$ cat config.mk
export PLATFORM = sky130hd
export DESIGN_NAME = dma_arbiter
export DESIGN_NICKNAME = d
export VERILOG_FILES = /design/src/rtl/dma_arbiter.sv
export SDC_FILE = /design/constraint.sdc
export NUM_CORES = 1
export LEC_CHECK = 0
export ABC_AREA = 1
export ABC_CLOCK_PERIOD_IN_PS = 1300
export CAP_MARGIN = 0
export CORE_MARGIN = 2
export CORE_UTILIZATION = 48
export DETAILED_ROUTE_END_ITERATION = 16
export PLACE_DENSITY_LB_ADDON = 0.12
export REMOVE_ABC_BUFFERS = 1
export SYNTH_ARGS = -nofsm -noshare
export SYNTH_HDL_FRONTEND = slang
export SYNTH_SLANG_ARGS = --single-unit
$ cat constraint.sdc
create_clock -name clk20 -period 1.3 [get_ports clk20]
set_input_delay 0.26 -clock clk20 [delete_from_list [all_inputs] [get_ports clk20]]
set_output_delay 0.26 -clock clk20 [all_outputs]
set_load 0.005 [all_outputs]
$ cat src/rtl/dma_arbiter.sv
// Round-robin arbiter that shares the qmaster2908 DMA engine between NREQ device controllers.
// Optional hung-bus watchdog is enabled by defining ARB_WATCHDOG_EN.
module dma_arbiter #(
    parameter int unsigned NREQ        = 2,
    parameter int unsigned IDXW        = 3,
    parameter int unsigned WDOG_CYCLES = 4000
) (
    input  logic            clk20,
    input  logic            reset,
    input  logic [NREQ-1:0] req,
    input  logic [NREQ-1:0] req_write,
    output logic [NREQ-1:0] grant,
    output logic            dma_read,
    output logic            dma_write,
    input  logic            dma_complete,
    input  logic            dma_nxm,
    output logic [NREQ-1:0] done,
    output logic [NREQ-1:0] nxm,
    output logic            busy
);

    typedef enum logic [1:0] {
        StIdle,
        StIssue,
        StBusy,
        StRelease
    } state_e;

    if ((1 << IDXW) < NREQ || NREQ < 1 || NREQ > 8 || WDOG_CYCLES < 1) begin : g_param_err
        $error("dma_arbiter: illegal parameter combination");
    end

    state_e            state_q, state_d;
    logic [IDXW-1:0]   idx_q, idx_d;
    logic [IDXW-1:0]   last_q, last_d;
    logic              dir_q, dir_d;
    logic [NREQ-1:0]   grant_q, grant_d;
    logic              rd_q, rd_d;
    logic              wr_q, wr_d;
    logic [NREQ-1:0]   done_q, done_d;
    logic [NREQ-1:0]   nxm_q, nxm_d;
    logic              timeout;

    logic              found;
    logic [IDXW-1:0]   win;
    logic [NREQ-1:0]   win_oh;
    logic [NREQ-1:0]   own_oh;

    // Search upward from last+1 with wrap; the first requester hit wins.
    always_comb begin
        found = 1'b0;
        win   = last_q;
        for (int k = 1; k <= int'(NREQ); k++) begin
            for (int i = 0; i < int'(NREQ); i++) begin
                if (!found && req[i] && ((int'(last_q) + k) % int'(NREQ)) == i) begin
                    found = 1'b1;
                    win   = IDXW'(i);
                end
            end
        end
    end

    always_comb begin
        for (int i = 0; i < int'(NREQ); i++) begin
            win_oh[i] = (win == IDXW'(i));
            own_oh[i] = (idx_q == IDXW'(i));
        end
    end

`ifdef ARB_WATCHDOG_EN
    localparam int unsigned CW = $clog2(WDOG_CYCLES + 1);

    logic [CW-1:0] wdog_q, wdog_d;

    // Counter rests at zero outside BUSY, so it is already clear on entry.
    always_comb begin
        wdog_d = '0;
        if (state_q == StBusy) begin
            wdog_d = wdog_q + 1'b1;
        end
    end

    assign timeout = (state_q == StBusy) && (wdog_q == CW'(WDOG_CYCLES - 1));

    always_ff @(posedge clk20 or posedge reset) begin
        if (reset) begin
            wdog_q <= '0;
        end else begin
            wdog_q <= wdog_d;
        end
    end
`else
    assign timeout = 1'b0;
`endif

    always_comb begin
        state_d = state_q;
        idx_d   = idx_q;
        last_d  = last_q;
        dir_d   = dir_q;
        grant_d = grant_q;
        rd_d    = 1'b0;
        wr_d    = 1'b0;
        done_d  = '0;
        nxm_d   = '0;
        unique case (state_q)
            StIdle: begin
                if (found) begin
                    idx_d   = win;
                    dir_d   = |(req_write & win_oh);
                    grant_d = win_oh;
                    state_d = StIssue;
                end
            end
            StIssue: begin
                rd_d    = ~dir_q;
                wr_d    = dir_q;
                state_d = StBusy;
            end
            StBusy: begin
                if (dma_complete || timeout) begin
                    done_d  = own_oh;
                    nxm_d   = (dma_nxm || timeout) ? own_oh : '0;
                    last_d  = idx_q;
                    state_d = StRelease;
                end else begin
                    rd_d = ~dir_q;
                    wr_d = dir_q;
                end
            end
            StRelease: begin
                grant_d = '0;
                state_d = StIdle;
            end
            default: state_d = StIdle;
        endcase
    end

    always_ff @(posedge clk20 or posedge reset) begin
        if (reset) begin
            state_q <= StIdle;
            idx_q   <= '0;
            last_q  <= IDXW'(NREQ - 1);
            dir_q   <= 1'b0;
            grant_q <= '0;
            rd_q    <= 1'b0;
            wr_q    <= 1'b0;
            done_q  <= '0;
            nxm_q   <= '0;
        end else begin
            state_q <= state_d;
            idx_q   <= idx_d;
            last_q  <= last_d;
            dir_q   <= dir_d;
            grant_q <= grant_d;
            rd_q    <= rd_d;
            wr_q    <= wr_d;
            done_q  <= done_d;
            nxm_q   <= nxm_d;
        end
    end

    assign grant     = grant_q;
    assign dma_read  = rd_q;
    assign dma_write = wr_q;
    assign done      = done_q;
    assign nxm       = nxm_q;
    assign busy      = (state_q != StIdle);

endmodule

==> flow_summary.ini, run 1 <==
[cts]
cts_tree = done
htree_levels = 1
cts_buffers = 3
clockBufferDepth = 2
clock_sinks = 17
ctsRootBufferMaster = clkbuf_4
clk_latency_ns = 0.29
clk_pin_slew_worst_paths_ns = 0.10

[critical_path]
critPathKind = reg -> out
worstPathCellList = inv_2, ha_4, inv_2, buf_2
rr_endpoint = nxm[1]
end_kind = output port
cp.arrival_ns = 1.06
reg2reg_depth = 7
r2r_slack_ns = 0.03
cp.required_ns = 1.04
crit_slowest_cell = dfrtp_1
path_buf_inv = 3
cp-start-kind = register
rr_startpoint = state_q[0]
path_delay_family = flip-flops
crit_top_cell = inv_2
cpPeakStageDelay_ns = 0.40
crit_fanout = 2

[outcome]
outcome = finished, violations left
violations = negative setup slack

[floorplan]
core_area_um2 = 1540
start_util = 0.529
die_y_um = 45.2
die-width_um = 45.2
die_area_um2 = 2050
ios = 17
placementRows = 14

[route]
drc = 0
via_count = 660
wl_per_cell_um = 12.6
drtIter0Drc = 12
drtAntennaViolNets = 0
viasPerCell = 5.12
drt_first_pass_iters = 4
totalWireLength_um = 1630

[global_route]
grt_pass1_vias = 613
grt_max_degree = 18
grt_overflow_total = 0
grt_usage = 0.193
antenna_found_initial = 0
grt_pass1_wl_um = 2710

[layout]
final_cell_mix = 16 x dfrtp_1, 10 x inv_1, 9 x buf_4
antenna_cells = 0
nets = 126
layout.cells.non_filler = 129
layout_commonest_cell = dfrtp_1
drive_above_1_share = 0.354
final_area_um2 = 1150
syn_to_final_growth_pct = 41.0

[synthesis]
syn_area_um2 = 816
synth.yosys.seq_area_share = 0.523
netlist_instances = 82
yosys.area.top_type_share = 0.491
synth-xor-area-share = 0
synth-adder-area-share = 0.0613
synth_compound_area_frac = 0.113
netlist-cell-type-count = 21
yosysWarningCount = 0
ys_top_cells_by_area = dfrtp_1 49%, inv_1 6.9%, ha_1 6.1%, o22ai_2 4.6%, nand2_1 3.7%
synth_top_family_by_area = simple AND/OR/NAND/NOR gates
yosys.area_share.simple = 0.212
synth_top_area_cell = dfrtp_1
syn_area_per_cell_um2 = 9.95
synthMuxAreaShare = 0
ys_ff_latch = 17

[sta]
period_minus_slack_ns = 1.32
relSlewSlack = 0.844
clock_skew_ns = 0.00827
rsz0062_at_grt = true
setup_viol = 1
post-route-period-util = 1.02
setup-tns-final_ns = -0.0226
slew_violations = 0
finalHoldViolCount = 0
setup_ws_ns = -0.0226
tightestPinTransition_ns = 0.232
clock.fmax_mhz = 756

[hold_path]
hold_class = in -> async

[place]
placed_cells = 122
portBuffers = 16
dp_slack_ns = -0.132
place_hpwl_um = 1270
gp_congestion = 0.720
postPlaceCellArea_um2 = 1060

[power]
ir_drop_mv = 1.65
p_leak_nw = 0.589
p_per_area_nw_per_um2 = 1940

[flow_run]
cap_viol_max_count = 0
[registers in the layout, indices dropped and copies added, names as in the netlist]
signal and flops:
grant 2, dma_read 1, state_q 2, last_q 3, dma_write 1, idx_q 3, done 2, nxm 2
dir_q 1
[repair_timing]
item / 4_1_cts / 5_1_grt
buffers inserted: 1 / 3
gates resized for setup: 16 / 13
endpoints found under the setup margin: 9 / 11
pin swaps: 1 / 5
hold buffers: 0 / 0
[cell usage after synthesis, drive strengths merged]
library cell	instances
nand2	12
inv	19
dfrtp	16
nor4	2
o22ai	3
dfstp	1
nand3	3
nor3	2
a22oi	1
a21oi	1
nor2	7
o21ai	7
ha	4
nand4	4
[per-stage QoR]
stage	utilization	power, mW	hold slack (ns)
finish	0.746	2.23	0.263
global route	0.746	2.41	0.281
CTS	0.699	2.06	0.275
detailed placement	0.685	1.78	0.455
global placement	0.685	1.74	0.453
floorplan	-	1.33	0.185
[power breakdown]
part | internal, mW | total, mW | leakage (nW) | switching, mW
Clock | 0.119 | 0.281 | 0.0150 | 0.162
Sequential | 0.672 | 0.743 | 0.223 | 0.0716
Combinational | 0.606 | 1.21 | 0.350 | 0.604
Total | 1.40 | 2.23 | 0.589 | 0.837
[worst max-delay path by stage]
stage / from / cells past startpoint / end
finish: state_q[0] / 4 / busy
global route: state_q[0] / 4 / busy
CTS: state_q[1] / 4 / busy
detailed placement: req[0] / 7 / dir_q
global placement: state_q[0] / 4 / busy
floorplan: state_q[0] / 6 / state_q[1]
[final cells by class]
type | count | area (µm²)
fillers | 118 | 392
flip-flops and latches | 17 | 427
well taps | 16 | 20.0
multi-input cells | 46 | 368
clock buffers | 4 | 26.3
inverters | 19 | 73.8
repair buffers | 27 | 235
[routing by layer]
layer	wire length, µm	global-route usage	up-vias
met5	0	0	-
met4	27	0.0882	0
met3	56	0.0400	4
met2	812	0.337	15
met1	733	0.226	309
li1	-	-	332
[cell families (layout without fill, tap and decap cells)]
kind of cell	after synthesis	after routing
adder cells (fa/ha/maj)	4	4
AO/OA/AOI/OAI	12	12
flip-flops	17	17
buffers and inverters	19	50
AND/OR/NAND/NOR	30	30
[worst reg2reg max path: cells and delay by family, from the launching register on]
| family | cells | cell delay [ns] |
|---|---|---|
| AND/OR/NAND/NOR | 3 | 0.39 |
| flip-flops | 1 | 0.40 |
| adder cells (fa/ha/maj) | 1 | 0.14 |
| buffers and inverters | 3 | 0.25 |
Note: power is estimated with default switching activity, not from simulation.
==> inputs of run 2 (changes only) <==
--- a/config.mk
+++ b/config.mk
@@ -8,11 +8,15 @@
 export ABC_AREA = 1
 export ABC_CLOCK_PERIOD_IN_PS = 1300
 export CAP_MARGIN = 0
+export CELL_PAD_IN_SITES_DETAIL_PLACEMENT = 1
+export CELL_PAD_IN_SITES_GLOBAL_PLACEMENT = 1
+export CORE_ASPECT_RATIO = 0.75
 export CORE_MARGIN = 2
-export CORE_UTILIZATION = 48
+export CORE_UTILIZATION = 37
 export DETAILED_ROUTE_END_ITERATION = 16
 export PLACE_DENSITY_LB_ADDON = 0.12
 export REMOVE_ABC_BUFFERS = 1
+export SLEW_MARGIN = 20
 export SYNTH_ARGS = -nofsm -noshare
 export SYNTH_HDL_FRONTEND = slang
 export SYNTH_SLANG_ARGS = --single-unit
==> flow_summary.ini, run 2 (synthesized netlist as in run 1, its figures left out) <==
[outcome]
outcome = finished, violations left
violations = negative setup slack

[power]
p_sw_frac = 0.393
power.switching_uw = 936
power_frac_seq = 0.318
ir_drop_mv = 1.12
p_leak_nw = 0.602
p_per_area_nw_per_um2 = 2000
pwr-share-clk = 0.125
p_int_mw = 1.45
combPwrFrac = 0.558

[layout]
drive_above_1_share = 0.374
top_regs = idx_q (3), last_q (3)
nets = 128
layout.cells.non_filler = 139
layout_commonest_cell = dfrtp_1
final_cell_mix = 16 x dfrtp_1, 12 x buf_4, 10 x inv_1, 8 x nand2_1, 8 x dlygate4sd2_1
final_util = 0.582
antenna_cells = 0
syn_to_final_growth_pct = 46.3

[sta]
clock.fmax_mhz = 729
relSlewSlack = 0.827
period_minus_slack_ns = 1.37
setup_viol = 2
clock_skew_ns = 0.0108
slew_violations = 0
rsz0062_at_grt = true
finalHoldViolCount = 0
tightestPinTransition_ns = 0.259
post-route-period-util = 1.06
setup_ws_ns = -0.0723

[route]
drtIter0Drc = 13
drc = 0
wl_per_cell_um = 15.0
drtAntennaViolNets = 0
viasPerCell = 4.91
drt_first_pass_iters = 4
via_count = 683
totalWireLength_um = 2080

[flow_run]
cap_viol_max_count = 0

[critical_path]
cp.arrival_ns = 1.11
crit_slowest_cell = dfrtp_1
path_buf_inv = 3
cp-start-kind = register
worstPathCellList = inv_2, ha_4, inv_2, buf_6
end_kind = output port
cpPeakStageDelay_ns = 0.41
crit_fanout = 2
crit_top_cell = inv_2
cp.required_ns = 1.04
path_delay_family = flip-flops
critPathKind = reg -> out

[global_route]
grt_pass1_vias = 713
grt_max_degree = 18
grt_overflow_total = 0
antenna_found_initial = 0
grt_pass1_wl_um = 3340
grt_usage = 0.178

[floorplan]
placementRows = 14
core_area_um2 = 2050
start_util = 0.398
ios = 17
die-width_um = 58.2
die_y_um = 44.7
die_area_um2 = 2600

[cts]
cts_buffers = 3
cts_tree = done
clockBufferDepth = 2
clk_latency_ns = 0.30
clock_sinks = 17
clk_pin_slew_worst_paths_ns = 0.11
ctsRootBufferMaster = clkbuf_4
htree_levels = 1

[place]
place_hpwl_um = 1470
portBuffers = 16
gp_congestion = 0.752
placed_cells = 131

[hold_path]
hold_class = in -> async
[run 2: path summary, 6_finish.rpt]
kind | startpoint | to | slack, ns | cells after the start
worst max-delay path | state_q[0] | busy | -0.07 | 4
worst min-delay path | reset | idx_q[2] | 0.26 | 3
worst max register to register | state_q[0] | nxm[0] | -0.05 | 7
worst min register to register | dir_q | dma_read | 0.46 | 1
max in group asynchronous | reset | last_q[0] | 0.79 | 3
min in group clk20 | dir_q | dma_read | 0.46 | 1
[run 2: repair_timing]
action,4_1_cts,5_1_grt
buffers inserted,1,3
gates cloned,0,0
setup endpoints to repair,15,11
resized for setup,23,9
hold buffers,0,0
pin swaps,2,5
[run 2: final cells by class]
| class | instances | area [µm²] |
|---|---|---|
| multi-input cells | 46 | 382 |
| inverters | 19 | 76.3 |
| flip-flops and latches | 17 | 427 |
| repair buffers | 29 | 253 |
| fillers | 242 | 856 |
| well taps | 24 | 30.0 |
| clock buffers | 4 | 26.3 |
[run 2: per-stage QoR]
| step | area [µm²] | total power, mW | setup WS, ns | hold slack (ns) | setup TNS [ns] |
|---|---|---|---|---|---|
| after detailed placement | 1070 | 1.84 | -0.182 | 0.449 | -1.05 |
| final | 1190 | 2.38 | -0.0723 | 0.255 | -0.122 |
| after global routing | 1190 | 2.58 | -0.117 | 0.293 | -0.441 |
| after CTS | 1130 | 2.21 | -0.0319 | 0.261 | -0.0367 |
| after global placement | 1070 | 1.79 | -0.146 | 0.447 | -0.657 |
| after floorplan | 816 | 1.33 | 0.122 | 0.185 | 0 |
[run 2: power groups by stage]
| stage | combinational, mW | sequential, mW | clock, mW |
|---|---|---|---|
| 6_report | 1.33 | 0.758 | 0.297 |
| 3_3_place_gp | 1.04 | 0.747 | 0 |
| 2_1_floorplan | 0.579 | 0.756 | 0 |
| 5_1_grt | 1.47 | 0.773 | 0.328 |
| 4_1_cts | 1.16 | 0.750 | 0.308 |
| 3_5_place_dp | 1.09 | 0.756 | 0 |
[run 2: worst reg2reg max path: stages, from the launching register on]
cell and delay, ns:
dfrtp_1 0.41, inv_2 0.10, buf_6 0.11, ha_4 0.14, nand2_4 0.06, nor2_4 0.13
inv_4 0.06, nor4_4 0.25
[run 2: metal layers]
layer	wire length [µm]	global-route usage	up-vias
met3	95	0.0643	4
met5	0	0	-
met1	978	0.236	330
met2	986	0.282	17
met4	23	0.0419	0
li1	-	-	332
==> inputs of run 3 (changes only) <==
--- a/config.mk
+++ b/config.mk
@@ -13,6 +13,7 @@
 export CORE_ASPECT_RATIO = 0.75
 export CORE_MARGIN = 2
 export CORE_UTILIZATION = 37
+export CTS_CLUSTER_DIAMETER = 150
 export DETAILED_ROUTE_END_ITERATION = 16
 export PLACE_DENSITY_LB_ADDON = 0.12
 export REMOVE_ABC_BUFFERS = 1
==> results of run 3 <==
The final DEF is identical to that of run 2; final timing and power are the same.
